$ cat config.mk
export PLATFORM = sky130hd
export DESIGN_NAME = agc_mdt_injector
export DESIGN_NICKNAME = d
export VERILOG_FILES = /design/src/rtl/agc_mdt_injector.sv
export SDC_FILE = /design/constraint.sdc
export NUM_CORES = 1
export LEC_CHECK = 0
export ABC_AREA = 0
export ABC_CLOCK_PERIOD_IN_PS = 3730
export CAP_MARGIN = 20
export CELL_PAD_IN_SITES_DETAIL_PLACEMENT = 2
export CELL_PAD_IN_SITES_GLOBAL_PLACEMENT = 2
export CORE_ASPECT_RATIO = 0.5
export CORE_UTILIZATION = 33
export CTS_CLUSTER_SIZE = 28
export DETAILED_ROUTE_END_ITERATION = 7
export GPL_ROUTABILITY_DRIVEN = 1
export HOLD_SLACK_MARGIN = 0.03
export PLACE_DENSITY_LB_ADDON = 0.1
export SETUP_SLACK_MARGIN = 0.15
export SYNTH_ARGS = -nofsm -noshare
export SYNTH_HDL_FRONTEND = slang
export SYNTH_SLANG_ARGS = --single-unit
$ cat constraint.sdc
create_clock -name SYS_CLK -period 3.73 [get_ports SYS_CLK]
set_input_delay 0.5595 -clock SYS_CLK [delete_from_list [all_inputs] [get_ports SYS_CLK]]
set_output_delay 0.5595 -clock SYS_CLK [all_outputs]
set_load 0.05 [all_outputs]
$ cat src/rtl/agc_mdt_injector.sv
// Host-side monitor-data injector: waits for a target AGC timepulse, then drives MDT/MONPAR for one timepulse window.
// Optional MDT_GEN_PARITY_EN: generate odd parity over the word instead of passing IN_PAR through.
module agc_mdt_injector #(
  parameter int unsigned TIMEOUT = 4096
) (
  input  logic        SYS_CLK,
  input  logic        SYS_RST,
  input  logic        MT01,
  input  logic        MT02,
  input  logic        MT03,
  input  logic        MT04,
  input  logic        MT05,
  input  logic        MT06,
  input  logic        MT07,
  input  logic        MT08,
  input  logic        MT09,
  input  logic        MT10,
  input  logic        MT11,
  input  logic        MT12,
  input  logic        MGOJAM,
  input  logic [15:0] IN_WORD,
  input  logic        IN_PAR,
  input  logic [3:0]  IN_TP,
  input  logic        IN_VALID,
  output logic        IN_READY,
  output logic        MDT01,
  output logic        MDT02,
  output logic        MDT03,
  output logic        MDT04,
  output logic        MDT05,
  output logic        MDT06,
  output logic        MDT07,
  output logic        MDT08,
  output logic        MDT09,
  output logic        MDT10,
  output logic        MDT11,
  output logic        MDT12,
  output logic        MDT13,
  output logic        MDT14,
  output logic        MDT15,
  output logic        MDT16,
  output logic        MONPAR,
  output logic        DONE,
  output logic        ERR
);

  typedef enum logic [1:0] {
    S_IDLE  = 2'd0,
    S_ARMED = 2'd1,
    S_DRIVE = 2'd2
  } state_t;

  localparam logic [15:0] CNT_LAST = 16'(TIMEOUT - 1);

  state_t      state, state_nxt;
  logic [11:0] mt, mt_prev, rise;
  logic [11:0] tp_sel, next_sel;
  logic        rise_tp, rise_next, tp_legal, par_in, accept;
  logic [15:0] word_q, word_nxt;
  logic        par_q, par_nxt;
  logic [3:0]  tp_q, tp_nxt;
  logic [15:0] cnt_q, cnt_nxt;
  logic [15:0] mdt_q, mdt_nxt;
  logic        monpar_q, monpar_nxt;
  logic        done_q, done_nxt;
  logic        err_q, err_nxt;
  logic        ready_q, ready_nxt;

  assign mt = {MT12, MT11, MT10, MT09, MT08, MT07, MT06, MT05, MT04, MT03, MT02, MT01};

  // A level already high on the previous cycle is never treated as a new edge.
  assign rise = mt & ~mt_prev;

  // tp_q is only meaningful outside IDLE, where it is always 1..12.
  assign tp_sel    = 12'd1 << (tp_q - 4'd1);
  assign next_sel  = (tp_q == 4'd12) ? 12'd1 : (tp_sel << 1);
  assign rise_tp   = |(rise & tp_sel);
  assign rise_next = |(rise & next_sel);

  assign tp_legal = (IN_TP >= 4'd1) && (IN_TP <= 4'd12);
  assign accept   = IN_VALID && ready_q;

`ifdef MDT_GEN_PARITY_EN
  assign par_in = ~^IN_WORD;
`else
  assign par_in = IN_PAR;
`endif

  always_comb begin
    state_nxt  = state;
    word_nxt   = word_q;
    par_nxt    = par_q;
    tp_nxt     = tp_q;
    cnt_nxt    = cnt_q;
    mdt_nxt    = mdt_q;
    monpar_nxt = monpar_q;
    done_nxt   = 1'b0;
    err_nxt    = 1'b0;

    case (state)
      S_IDLE: begin
        if (accept) begin
          word_nxt = IN_WORD;
          par_nxt  = par_in;
          tp_nxt   = IN_TP;
          if (tp_legal) begin
            state_nxt = S_ARMED;
            cnt_nxt   = 16'd0;
          end else begin
            err_nxt = 1'b1;
          end
        end
      end

      S_ARMED: begin
        if (MGOJAM) begin
          state_nxt = S_IDLE;
          err_nxt   = 1'b1;
        end else if (rise_tp) begin
          state_nxt  = S_DRIVE;
          mdt_nxt    = word_q;
          monpar_nxt = par_q;
        end else if (cnt_q == CNT_LAST) begin
          state_nxt = S_IDLE;
          err_nxt   = 1'b1;
        end else begin
          cnt_nxt = cnt_q + 16'd1;
        end
      end

      S_DRIVE: begin
        // GOJAM outranks a simultaneous end-of-window edge.
        if (MGOJAM) begin
          state_nxt  = S_IDLE;
          mdt_nxt    = 16'd0;
          monpar_nxt = 1'b0;
          err_nxt    = 1'b1;
        end else if (rise_next) begin
          state_nxt  = S_IDLE;
          mdt_nxt    = 16'd0;
          monpar_nxt = 1'b0;
          done_nxt   = 1'b1;
        end
      end

      default: begin
        state_nxt  = S_IDLE;
        mdt_nxt    = 16'd0;
        monpar_nxt = 1'b0;
      end
    endcase

    ready_nxt = (state_nxt == S_IDLE);
  end

  always_ff @(posedge SYS_CLK) begin
    if (!SYS_RST) begin
      state    <= S_IDLE;
      mt_prev  <= 12'd0;
      word_q   <= 16'd0;
      par_q    <= 1'b0;
      tp_q     <= 4'd0;
      cnt_q    <= 16'd0;
      mdt_q    <= 16'd0;
      monpar_q <= 1'b0;
      done_q   <= 1'b0;
      err_q    <= 1'b0;
      ready_q  <= 1'b1;
    end else begin
      state    <= state_nxt;
      mt_prev  <= mt;
      word_q   <= word_nxt;
      par_q    <= par_nxt;
      tp_q     <= tp_nxt;
      cnt_q    <= cnt_nxt;
      mdt_q    <= mdt_nxt;
      monpar_q <= monpar_nxt;
      done_q   <= done_nxt;
      err_q    <= err_nxt;
      ready_q  <= ready_nxt;
    end
  end

  assign IN_READY = ready_q;
  assign MONPAR   = monpar_q;
  assign DONE     = done_q;
  assign ERR      = err_q;

  assign MDT01 = mdt_q[0];
  assign MDT02 = mdt_q[1];
  assign MDT03 = mdt_q[2];
  assign MDT04 = mdt_q[3];
  assign MDT05 = mdt_q[4];
  assign MDT06 = mdt_q[5];
  assign MDT07 = mdt_q[6];
  assign MDT08 = mdt_q[7];
  assign MDT09 = mdt_q[8];
  assign MDT10 = mdt_q[9];
  assign MDT11 = mdt_q[10];
  assign MDT12 = mdt_q[11];
  assign MDT13 = mdt_q[12];
  assign MDT14 = mdt_q[13];
  assign MDT15 = mdt_q[14];
  assign MDT16 = mdt_q[15];

endmodule

==> results list <==
* Worst EP arrival: 3.13 ns
* Synth Cell Area: ~3000 um2
* Average wire per standard cell: 17.8 um
- The first routing iteration left 76 violations.
* Clk sinks: 71
- Among all stages on the critical path, the largest delay is contributed by dfxtp_1.
- For this run the aggregate overflow at the end of global routing stands at 0.
- The average instance in the mapped netlist occupies ~8.8 um2.
- Area Growth Syn to Fin: 30.1%
* Minimum period implied by the final worst setup slack: approximately 2.9 ns
- Power share of the combinational group: about 13%
- Crit path max fanout: 30
- The count of buffers added on input and output ports is 56.
- Setup violations remaining at the end of the flow were counted as 0.
* Cts bufs inserted: 9
* Number of iterations in the first detailed-routing pass: 4
- Number of nets with antenna violations after routing: 0
* Total of flip-flops plus latches after synthesis: between 70 and 80
- FILL cells: about 970
- Library cell occupying the most area in the post-synthesis netlist: dfxtp_1
- The repair_antennas step left the layout with diodes totalling 0.
- Largest net degree at the start of global routing: 31
- Static leakage power: about 1.4 nW
* Total detailed-routing wirelength: 9200 um
* CTS H-tree lvls: 3
* Count leader, synth: dfxtp_1
- DR WL met2: roughly 4500 um
- Switching power of the nets: between 500 and 600 uW
* Mapped Cells: approximately 350
* Unrepaired setup endpoints after global routing: false
* Via count of the first global-routing pass: 3136
- The initial utilization of the core area, before any placement, comes to between 30% and 40%.
- The number of max-slew violations in the final report is 0.
- In this run the biggest area consumer among cell types represents between 40% and 50% of the synthesized area.
- Slew headroom: 43.1%
* Cell area power density: ~470 nW/um2
- For the worst-skew pair, the clock arrives at the later sink with an insertion delay of 0.33 ns.
- The clock arrives with between 0.008 and 0.009 ns of skew.
* Master cell of the clock root buffer: clkbuf_16
- The internal portion of the total power is 1.37 mW.
* Antenna violations before repair: 0
* Total via count in the routed design: roughly 2800
- Critical path's largest stage delay: about 0.72 ns
- The worst path uses around 77% of the clock period.
- Gates resized during post-CTS repair numbered 0.
- STA classifies the critical path endpoint as a flip-flop.
* Category of the worst setup path launch point: flip-flop
- For this run, the number of Yosys warnings is 0.
* Cell row count: 24
- Share of total power in sequential cells: approximately 44%
- Worst-margin pin slew: roughly 0.85 ns
- Area of the core: ~8900 um2
- 57 I/O pins were placed.
* Sequential cell area fraction in the yosys report: between 40% and 50%
* Number of nets in the layout: around 430
- Vertical die dimension: ~70 um
- Number of DRC violations after detailed routing: 0
- After layout, the design draws a total of approximately 1.9 mW.
- Counting every net in the synthesized netlist gives 386.
- Sorting the synthesized cells by area gives the leading types as dfxtp_1, nand2_1, a21oi_1, a22o_1, o21ai_0.
- Die area: ~9700 um2
- Yosys mapped a number of flops with a built-in enable equal to 0.
* Achievable clock frequency: 347 MHz
- After the flow finishes, the layout carries non-filler instances totaling 518.
* Final Hold Violating Endpoints: 0
* Number of distinct library cells after synthesis: 48
- IR analysis of the VDD net gives a maximum drop of roughly 0.00019 V.
- First-pass GRT wire length: between 15000 and 20000 um
* Via/cell ratio: between 5 and 6
- Number of placed cells counting well taps: between 500 and 600
* Uppermost metal layer occupied by signal nets: met4
* Gr usage total: about a fifth
- The share of total power dissipated in the clock network is 43.6%.
- The tightest min-delay check is of the reg2reg type.
- Detailed placement ended at an HPWL of between 6000 and 7000 um.
- Final RePlAce weighted congestion: between 0.7 and 0.8
* Required time at the endpoint of the critical path: around 4.0 ns
- In this run the post-CTS setup repair buffer count came out at 0.
- Number of buffers on the longest clock path: 2
- TritonCTS clock tree: built
- Count of max-cap constraint violations: 0
- Kind of critical path: reg2reg
* Clock transition at the register clock pins on the worst setup and hold paths after CTS: around 0.060 ns
- Outcome: complete, no violations
- Final-layout setup total negative slack: 0 ns
- Fraction of registers with async set or reset after synthesis: 0%
* Chip Width: roughly 140 um
- Wire segments on met3 add up to 248 um in the final route.
* Main synth FF type: dfxtp_1
* Critical Path, Cell by Cell: nor4bb_1 -> o311ai_1 -> nand3_1 -> o21a_1 -> or4_1 -> a21oi_1
- The number of hold buffers added after CTS was 0.
* Top cells by count, synth: dfxtp_1, nand2_1, a21oi_1, o21ai_0, a22o_1
- Of the cells placed in the final design, the portion with a size suffix greater than 1 is 7.23%.
* Switching power as a share of total power: around 28%
- For this block, wires on met1 add up to 4310 um.
cell type report:
| cell class | instances | area (um2) | share of cell area, % |
|---|---|---|---|
| Inverter | 4 | 15.0 | 0.375 |
| Sequential cell | 71 | 1420 | 35.5 |
| Clock buffer | 10 | 239 | 5.97 |
| Timing Repair Buffer | 60 | 591 | 14.7 |
| Clock inverter | 6 | 50.0 | 1.25 |
| Multi-Input combinational cell | 250 | 1540 | 38.5 |
| Tap cell | 117 | 146 | 3.65 |
cells in the final DEF, fill, tap and decap left out, types with 3 or more instances in the layout:
cell / synthesis / routed
and2_1: 12 / 12
inv_6: 0 / 3
dfxtp_1: 71 / 71
clkdlybuf4s50_1: 0 / 56
clkbuf_16: 0 / 9
nor4bb_1: 8 / 8
nand2b_1: 6 / 6
nor3_1: 5 / 4
nor2b_1: 3 / 3
buf_4: 1 / 4
nor4_1: 3 / 3
inv_1: 4 / 4
a22o_1: 17 / 17
nand4_1: 8 / 8
nand3b_1: 3 / 3
or3_1: 12 / 12
nor2_1: 8 / 8
a21oi_1: 40 / 40
or4_1: 5 / 5
nand3_1: 6 / 6
o21ai_0: 18 / 18
o31ai_1: 3 / 3
nand2_1: 54 / 54
nor3b_1: 4 / 4
and3b_1: 3 / 3
o211ai_1: 5 / 5
flip-flops by register name (all words and copies together), names as in the netlist:
signal,cells
mdt_q,16
cnt_q,16
mt_prev,12
tp_q,4
MONPAR,1
IN_READY,1
DONE,1
par_q,1
state,2
word_q,16
ERR,1
cells by family after synthesis:
| family | after synthesis | share of synthesized area [%] |
|---|---|---|
| buf+inv | 27 | 3.86 |
| flops | 71 | 46.2 |
| simple gates | 153 | 29.0 |
| compound gates | 96 | 20.6 |
| fa+ha+maj | 1 | 0.406 |
critical path: cells and delay by family (launching register included):
| kind | cells | cell delay (ns) |
|---|---|---|
| simple gates | 3 | 1.02 |
| flops | 1 | 0.72 |
| compound gates | 3 | 1.05 |
routing by layer:
metal | track usage [%] | vias up
li1 | - | 1367
met1 | 23.7 | 1393
met4 | 6.30 | 0
met3 | 5.08 | 8
met2 | 37.1 | 39
met5 | 0 | -
final timing paths:
kind         cells after the start    endpoint  slack [ns]        from
max                              6   cnt_q[10]        0.85     tp_q[2]
min                              2  word_q[13]        0.46  word_q[13]
max reg2reg                      6   cnt_q[10]        0.85     tp_q[2]
min reg2reg                      2  word_q[13]        0.46  word_q[13]
power by group through the flow:
| stage | logic [mW] | clock network, mW | registers, mW |
|---|---|---|---|
| after floorplan | 0.151 | 0 | 0.833 |
| after global routing | 0.270 | 0.880 | 0.832 |
| after detailed placement | 0.247 | 0 | 0.843 |
| after global placement | 0.235 | 0 | 0.840 |
| after CTS | 0.250 | 0.854 | 0.827 |
| final | 0.245 | 0.829 | 0.827 |
per-stage QoR:
step / utilization (%) / instance area [um2] / setup slack [ns] / hold slack [ns]
global route: 45.1 / 4010 / 0.653 / 0.483
global placement: 41.8 / 3720 / 0.692 / 0.443
CTS: 45.1 / 4010 / 0.858 / 0.460
detailed placement: 41.8 / 3720 / 0.559 / 0.451
floorplan: - / 3080 / 1.30 / 0.437
finish: 45.1 / 4010 / 0.852 / 0.456
Power figures use the tool's default switching activity.
